**config.mk**
```make
export PLATFORM = sky130hd
export DESIGN_NAME = pattern_serializer
export DESIGN_NICKNAME = d
export VERILOG_FILES = /design/src/rtl/pattern_ser_pkg.sv /design/src/rtl/pattern_table.sv /design/src/rtl/pattern_serializer.sv
export SDC_FILE = /design/constraint.sdc
export NUM_CORES = 1
export LEC_CHECK = 0
export ABC_AREA = 1
export BUFFER_PORTS_ARGS = -buffer_cell sky130_fd_sc_hd__buf_2
export CAP_MARGIN = 20
export CORE_ASPECT_RATIO = 1.2
export CORE_MARGIN = 5
export CORE_UTILIZATION = 45
export DETAILED_ROUTE_END_ITERATION = 8
export PLACE_DENSITY = 0.67
export SLEW_MARGIN = 20
export SYNTH_ARGS = -nofsm -noshare
export SYNTH_HDL_FRONTEND = slang
export SYNTH_HIERARCHICAL = 1
export SYNTH_SLANG_ARGS = --single-unit
```
**constraint.sdc**
```tcl
create_clock -name clock -period 1.85 [get_ports clock]
set_input_delay 0.0925 -clock clock [delete_from_list [all_inputs] [get_ports clock]]
set_output_delay 0.0925 -clock clock [all_outputs]
set_load 0.01 [all_outputs]
```
**src/rtl/pattern_ser_pkg.sv**
```systemverilog
// Shared definitions for the pattern serializer: FSM state type, default
// geometry and the thermometer-code generator used to seed the pattern table.
// Optional table write port is enabled with the PATTERN_SER_WRITE_EN macro.
package pattern_ser_pkg;

  localparam int DEFAULT_WIDTH = 8;
  localparam int DEFAULT_DEPTH = 8;

  // Widest pattern the thermometer generator can describe.
  localparam int MAX_WIDTH = 64;

  typedef enum logic {
    IDLE  = 1'b0,
    SHIFT = 1'b1
  } ser_state_e;

  // Entry k is (2^(k+1))-1 truncated to width bits; entries k >= width come out all ones.
  function automatic logic [MAX_WIDTH-1:0] therm_init(input int k, input int width);
    logic [MAX_WIDTH-1:0] r;
    r = '0;
    for (int b = 0; b < MAX_WIDTH; b++) begin
      r[b] = (b <= k) && (b < width);
    end
    return r;
  endfunction

endpackage

```
**src/rtl/pattern_table.sv**
```systemverilog
// Pattern table storage with a combinational read port.
// With PATTERN_SER_WRITE_EN defined the table is writable at the clock edge
// (power-up contents are the thermometer codes and are not restored by clear);
// otherwise it is a constant ROM of thermometer codes.
module pattern_table import pattern_ser_pkg::*; #(
  parameter int WIDTH = DEFAULT_WIDTH,
  parameter int DEPTH = DEFAULT_DEPTH,
  parameter int SEL_W = $clog2(DEPTH)
) (
`ifdef PATTERN_SER_WRITE_EN
  input  logic             clock,
  input  logic             wr_en,
  input  logic [SEL_W-1:0] wr_addr,
  input  logic [WIDTH-1:0] wr_data,
`endif
  input  logic [SEL_W-1:0] rd_addr,
  output logic [WIDTH-1:0] rd_data
);

  // Storage covers the full select range so any select value reads a defined
  // entry; slots beyond DEPTH are filler and read back as all ones.
  localparam int SLOTS = 1 << SEL_W;

  function automatic logic [SLOTS-1:0][WIDTH-1:0] init_table();
    logic [SLOTS-1:0][WIDTH-1:0] t;
    logic [MAX_WIDTH-1:0]        full;
    t = '1;
    for (int k = 0; k < DEPTH; k++) begin
      full = therm_init(k, WIDTH);
      t[k] = full[WIDTH-1:0];
    end
    return t;
  endfunction

`ifdef PATTERN_SER_WRITE_EN
  logic [SLOTS-1:0][WIDTH-1:0] mem = init_table();

  // Table write; a read of the same entry in this cycle still sees the old word.
  always_ff @(posedge clock) begin
    if (wr_en) begin
      mem[wr_addr] <= wr_data;
    end
  end

  assign rd_data = mem[rd_addr];
`else
  localparam logic [SLOTS-1:0][WIDTH-1:0] ROM = init_table();

  assign rd_data = ROM[rd_addr];
`endif

endmodule

```
**src/rtl/pattern_serializer.sv**
```systemverilog
// Parametrised pattern serializer: latches a table pattern on start and shifts
// it out one bit per clock, one-shot or continuous, LSB- or MSB-first, with an
// output-enable gate. Defining PATTERN_SER_WRITE_EN adds a table write port.
module pattern_serializer import pattern_ser_pkg::*; #(
  parameter int WIDTH = DEFAULT_WIDTH,
  parameter int DEPTH = DEFAULT_DEPTH,
  parameter int SEL_W = $clog2(DEPTH),
  parameter int IDX_W = $clog2(WIDTH)
) (
  input  logic             clock,
  input  logic             clear,
  input  logic             start,
  input  logic             stop,
  input  logic             mode,
  input  logic             msb_first,
  input  logic [SEL_W-1:0] sel,
  input  logic             en,
`ifdef PATTERN_SER_WRITE_EN
  input  logic             wr_en,
  input  logic [SEL_W-1:0] wr_addr,
  input  logic [WIDTH-1:0] wr_data,
`endif
  output logic             out,
  output logic             valid,
  output logic             busy,
  output logic             done,
  output logic [IDX_W-1:0] bit_idx
);

  ser_state_e       state, state_n;
  logic [WIDTH-1:0] shift_reg;
  logic [WIDTH-1:0] rd_data;
  logic             mode_q, mode_n;
  logic             msb_q;
  logic             stop_flag, stop_n;
  logic [IDX_W-1:0] bit_idx_n;
  logic [IDX_W-1:0] out_pos;
  logic             load;
  logic             last;

  pattern_table #(
    .WIDTH (WIDTH),
    .DEPTH (DEPTH),
    .SEL_W (SEL_W)
  ) u_table (
`ifdef PATTERN_SER_WRITE_EN
    .clock   (clock),
    .wr_en   (wr_en),
    .wr_addr (wr_addr),
    .wr_data (wr_data),
`endif
    .rd_addr (sel),
    .rd_data (rd_data)
  );

  assign last = (bit_idx == IDX_W'(WIDTH - 1));

  // Next-state logic: start a frame from IDLE, then step bits and decide at the
  // frame boundary whether to stop or reload the next frame with no gap.
  always_comb begin
    state_n   = state;
    bit_idx_n = bit_idx;
    mode_n    = mode_q;
    stop_n    = stop_flag;
    load      = 1'b0;
    unique case (state)
      IDLE: begin
        if (start) begin
          state_n   = SHIFT;
          mode_n    = mode;
          bit_idx_n = '0;
          load      = 1'b1;
        end
      end
      SHIFT: begin
        if (stop) begin
          stop_n = 1'b1;
        end
        if (last) begin
          bit_idx_n = '0;
          if (!mode_q || stop_flag || stop) begin
            state_n = IDLE;
            stop_n  = 1'b0;
          end else begin
            load = 1'b1;
          end
        end else begin
          bit_idx_n = bit_idx + IDX_W'(1);
        end
      end
      default: begin
        state_n = IDLE;
      end
    endcase
  end

  // State and datapath registers; clear aborts any frame without a done pulse.
  always_ff @(posedge clock) begin
    if (clear) begin
      state     <= IDLE;
      bit_idx   <= '0;
      shift_reg <= '0;
      stop_flag <= 1'b0;
      mode_q    <= 1'b0;
      msb_q     <= 1'b0;
    end else begin
      state     <= state_n;
      bit_idx   <= bit_idx_n;
      stop_flag <= stop_n;
      mode_q    <= mode_n;
      if (load) begin
        shift_reg <= rd_data;
        msb_q     <= msb_first;
      end
    end
  end

  // Output decode: pick the current bit in the latched order and gate by enable.
  always_comb begin
    busy    = (state == SHIFT);
    valid   = busy & en;
    done    = busy & last;
    out_pos = msb_q ? (IDX_W'(WIDTH - 1) - bit_idx) : bit_idx;
    out     = valid & shift_reg[out_pos];
  end

endmodule

```
# --- After elaboration in Yosys (flattened, before gate mapping) ---
# Memories as Yosys holds them, arrays and structs flattened. A register that Yosys moved wholly into a read port is not among the register bits.
# Index checks and enable logic that the tools add are counted.
word_totals:
  ramBits: 0
  output_inout_bits: 7
  elab_cells: 34
  latchBits: 0
  memories: 1
  rom_bits: 64
  register_bits: 7
classes:
  order_cmp: 1
  n_eq_ne: 2
  n_bitwise: 4
  n_div: 0
  add_sub_neg: 2
  muxes: 15
  n_reduce_logical: 4
  shifts: 0
  n_mul: 0
mem_list:
  columns: ["name", "depth", "word_bits", "read_ports", "rd_ports_with_merged_regs", "write_ports", "line", "text"]
  rows:
  - ["(name not given)", 8, 8, 1, 1, 0, "pattern_table.sv:49", "assign rd_data = ROM[rd_addr];"]
ops:
  columns: ["cell", "count"]
  rows:
  - ["two-way mux 3 bit", 3]
  - ["two-way mux 1 bit", 8]
  - ["one-hot mux 3 bit (2 select lines)", 1]
  - ["less-than comparator 3 x 4 -> 1 bit (second input constant)", 1]
  - ["one-hot mux 1 bit (2 select lines)", 2]
  - ["adder 3 x 1 -> 3 bit (second input constant)", 1]
  - ["AND 1 bit", 3]
  - ["binary-select mux 1 bit (select 3 bit)", 1]
  - ["== test 3 bit (second input constant)", 1]
  - ["subtractor 3 bit (first input constant)", 1]
  - ["logical OR 1 bit", 2]
  - ["inequality test 2 bit (second input constant)", 1]
  - ["AND reduction 2 bit", 1]
  - ["logical NOT 1 bit", 1]
  - ["NOT 1 bit", 1]

# --- Depth between registers and ports, before layout ---
logic_depth:
  ltp_word: 6
  depth_mapped: 9
  ltp_nobuf: 9

# --- By module ---
# Netlist, hierarchy kept.
by_module_without_submodules:
  columns: ["mod", "cells_per_inst", "n_inst", "seq_area_each_um2", "area_each_um2"]
  rows:
  - ["pattern_serializer", 109, 1, 300.3, 777.0]
  - ["pattern_table", 15, 1, 0.0, 68.8]

# --- Least setup slack after synthesis ---
# No wires, ideal clock.
synth_timing:
  kind: "register to register"
  startpoint: "reg bit_idx[0]"
  endpoint: "reg shift_reg[6]"
  t_arrival_ps: 1346
  setup_slack_ps: 437
  stages_incl_launch_ff: 10
  setup_time_ps: 67
  n_path_buf: 0
  cell_sequence: "dfxtp_1 -> ha_1 -> ha_1 -> nand2_2 -> clkinv_2 -> nand2_4 -> nand2_8 -> inv_4 -> nand2_1 -> a21oi_2"
synth_via:
  elab_chain_len: 3
synth_rtl:
  columns: ["item", "line", "text"]
  rows:
  - ["start: declaration", "pattern_serializer.sv:27", "output logic [IDX_W-1:0] bit_idx"]
  - ["start signal: assignment", "pattern_serializer.sv:108", "bit_idx <= bit_idx_n;"]
  - ["== test 3 bit", "pattern_serializer.sv:56", "assign last = (bit_idx == IDX_W'(WIDTH - 1));"]
  - ["two-way mux 1 bit", "pattern_serializer.sv:79", "if (last) begin"]
  - ["one-hot mux 1 bit (2 select lines)", "pattern_serializer.sv:66", "unique case (state)"]
  - ["end: declaration", "pattern_serializer.sv:31", "logic [WIDTH-1:0] shift_reg;"]
# Every way passes these cells.
# A chain may end at the register's enable or synchronous reset.

# --- Final worst setup path ---
layout_timing:
  startpoint: "reg msb_q"
  endpoint: "out out"
layout_via:
  elab_chain_len: 4
layout_rtl:
  columns: ["item", "line", "text"]
  rows:
  - ["start: declaration", "pattern_serializer.sv:34", "logic msb_q;"]
  - ["start signal: assignment", "pattern_serializer.sv:113", "msb_q <= msb_first;"]
  - ["two-way mux 3 bit", "pattern_serializer.sv:123", "out_pos = msb_q ? (IDX_W'(WIDTH - 1) - bit_idx) : bit_idx;"]
  - ["binary-select mux 1 bit (select 3 bit)", "pattern_serializer.sv:124", "out = valid & shift_reg[out_pos];"]
  - ["two-way mux 1 bit (implied by the code)", "pattern_serializer.sv:124", null]
  - ["AND 1 bit", "pattern_serializer.sv:124", null]
  - ["end: declaration", "pattern_serializer.sv:23", "output logic out,"]
# Every way passes these cells. The select of a mux whose other input is x is not followed.

==> run metrics <==
Max VDD drop 0.000493 V; vias per cell approximately 4.7; WL final 1.59 mm; Die Width approximately 50 um; post-synthesis xor/xnor area fraction 0.0311; data required time of the worst path 1760 ps; Rows 17; WL per Instance 9.99 um; most frequent cells in the layout nand2_1 (39), inv_1 (16), buf_2 (16); Pwr per Cell Area roughly 700 nW/um^2; Hold WC Path Type input port to register; max incr delay on CP ~490 ps; CP cell instances inv_1 -> nand2_2 -> nand2_1 -> nand2_1 -> nand3_1 -> nand3_1 -> nand2_1 -> nor2_1 -> buf_2; largest net degree at the start of global routing 16; routability cong. approximately 0.74; Final Hold Fails 0; first-pass GRT wire length 2.83 mm; CTS Hold Bufs 0; RSZ-0062 raised after global routing false; worst-skew pair later-pin latency 290 ps; Yosys top cell area share 0.355; sequential area share after synthesis 0.355; Largest register FFs 8; fill count 192; main combinational cell family by area after synthesis simple AND/OR/NAND/NOR gates; synthesis-to-layout area growth 12.4%; DR vias about 740; total gr overflow 0; ANT nets after route 0; CP dominant cell by count nand2_1; fin crit period 1610 ps; yosys warns 6; Final period util 0.868; Worst setup EP type output port; fin area 951 um^2; Net count, final 153; max-cap check violation count 0; Lkg Pwr 0.496 nW; Gates resized, CTS repair 0; post-synthesis adder-cell area fraction 0.0296; syn nets 136; Worst Path Max Fanout 7; vias in the first global route 695; register bit count reported by yosys 15; placed instance area roughly 920 um^2; H-tree depth 1; Setup violations, final 0; TritonRoute pass-1 iters 5; worst clock skew just under 10 ps; Initial Util 0.468; synthesized area 846 um^2; CTS tree yes; n_diodes 0; antenna violations before repair 0; Overall Global Routing Usage 0.123; initial DRC count 12; fmax 0.623 GHz; multiplexer share of the synthesized area 0; nature of the critical path startpoint register; Reg clk slew, reported paths about 90 ps; dominant cell type by area after synthesis dfxtp_1; I/O pins 17; CP bufs+invs 2; die area 2850 um^2; status completed; Sink Count 15; setup_tns 0 ps; CP Class register to output port; hold_ws 58.8 ps; CTS Buf Count 3; Slew Viols, Final 0; Post-CTS Setup Inserts 0; port bufs 16; Die Span Y between 50 and 60 um; Critical Path AT ~1500 ps; Core Area 1810 um^2; Post-Route Utilization 0.526; drt drc 0; Mapped Cells around 120; Post-DP HPWL 1.29 mm; highest-delay cell along the critical path dfxtp_1; root buffer cell clkbuf_4; post-synth cell types 25; syn_area_per_cell 6.82 um^2; Synth Area in Compound Gates 0.0991; critical path's top delay family simple AND/OR/NAND/NOR gates; share of layout cells above drive strength 1 0.229; most common library cell in the layout ignoring fill and taps nand2_1; maximum root-to-sink buffer count 2; Simple-Gate Fraction of Synth Area 0.361; top cells by area, synth dfxtp_1 (36%), nand2_1 (17%), inv_1 (7.1%)
final cells by class:
cell class,instances,area (um^2),share of cell area
flip-flops and latches,15,300,0.316
clock buffers,3,22.5,0.0237
repair buffers,16,80.1,0.0842
inverters,19,75.1,0.0789
multi-input cells,86,444,0.467
clock inverters,1,5.00,0.00526
well taps,19,23.8,0.0250
per-stage QoR:
stage,cells,worst slack (ps),total power [mW]
after floorplan,124,437,0.459
after global placement,155,422,0.491
after detailed placement,155,402,0.493
after CTS,159,220,0.677
after global routing,159,65.7,0.719
final,159,244,0.668
tightest hold or removal path, cell delays in order:
cell and delay (ps):
buf_2 100, nand2_1 50, a21oi_1 60
report_power, final:
part / internal (mW) / switching, mW
Clock: 0.0803 / 0.103
Combinational: 0.0510 / 0.0746
Sequential: 0.341 / 0.0177
Total: 0.473 / 0.196
cells in the mapped netlist:
library cell,count
nand3_1,6
nand2_1,39
nand2_2,3
a211oi_1,2
nand3b_1,1
o21ai_1,1
nor2_2,1
ha_1,2
a21oi_2,1
a21oi_1,11
nor2_1,9
nand2_4,2
inv_4,1
clkbuf_1,1
nor3_1,2
xnor2_1,2
dfxtp_1,15
nand2_8,1
clkinv_2,1
conb_1,1
inv_1,16
buf_4,3
xor2_1,1
nor3_2,1
inv_2,1
routing by layer:
| metal | global-route usage | vias to the layer above | wire length [um] | part of all wire |
|---|---|---|---|---|
| met3 | 0.0261 | 5 | 74 | 0.047 |
| li1 | - | 410 | - | - |
| met1 | 0.158 | 315 | 748 | 0.47 |
| met2 | 0.196 | 14 | 741 | 0.47 |
| met5 | 0 | - | 0 | 0 |
| met4 | 0.0562 | 0 | 24 | 0.015 |
path summary, 6_finish.rpt:
check | cells after the start | slack, ps | startpoint | end
setup / recovery | 9 | 240 | msb_q$_SDFFE_PP0P_ | out
setup reg to reg | 9 | 380 | bit_idx[0]$_SDFFE_PP0P_ | shift_reg[1]$_SDFFE_PP0P_
hold / removal | 3 | 60 | msb_first | msb_q$_SDFFE_PP0P_
hold reg to reg | 2 | 470 | shift_reg[7]$_SDFFE_PP0P_ | shift_reg[7]$_SDFFE_PP0P_
logic make-up (layout without fill, tap and decap cells):
kind of cell / count (synthesis) / count (layout)
compound gates: 15 / 15
simple gates: 65 / 65
buf+inv: 23 / 39
xor+xnor: 3 / 3
fa+ha+maj: 2 / 2
other cells: 1 / 1
flops: 15 / 15
Power figures use the tool's default switching activity.
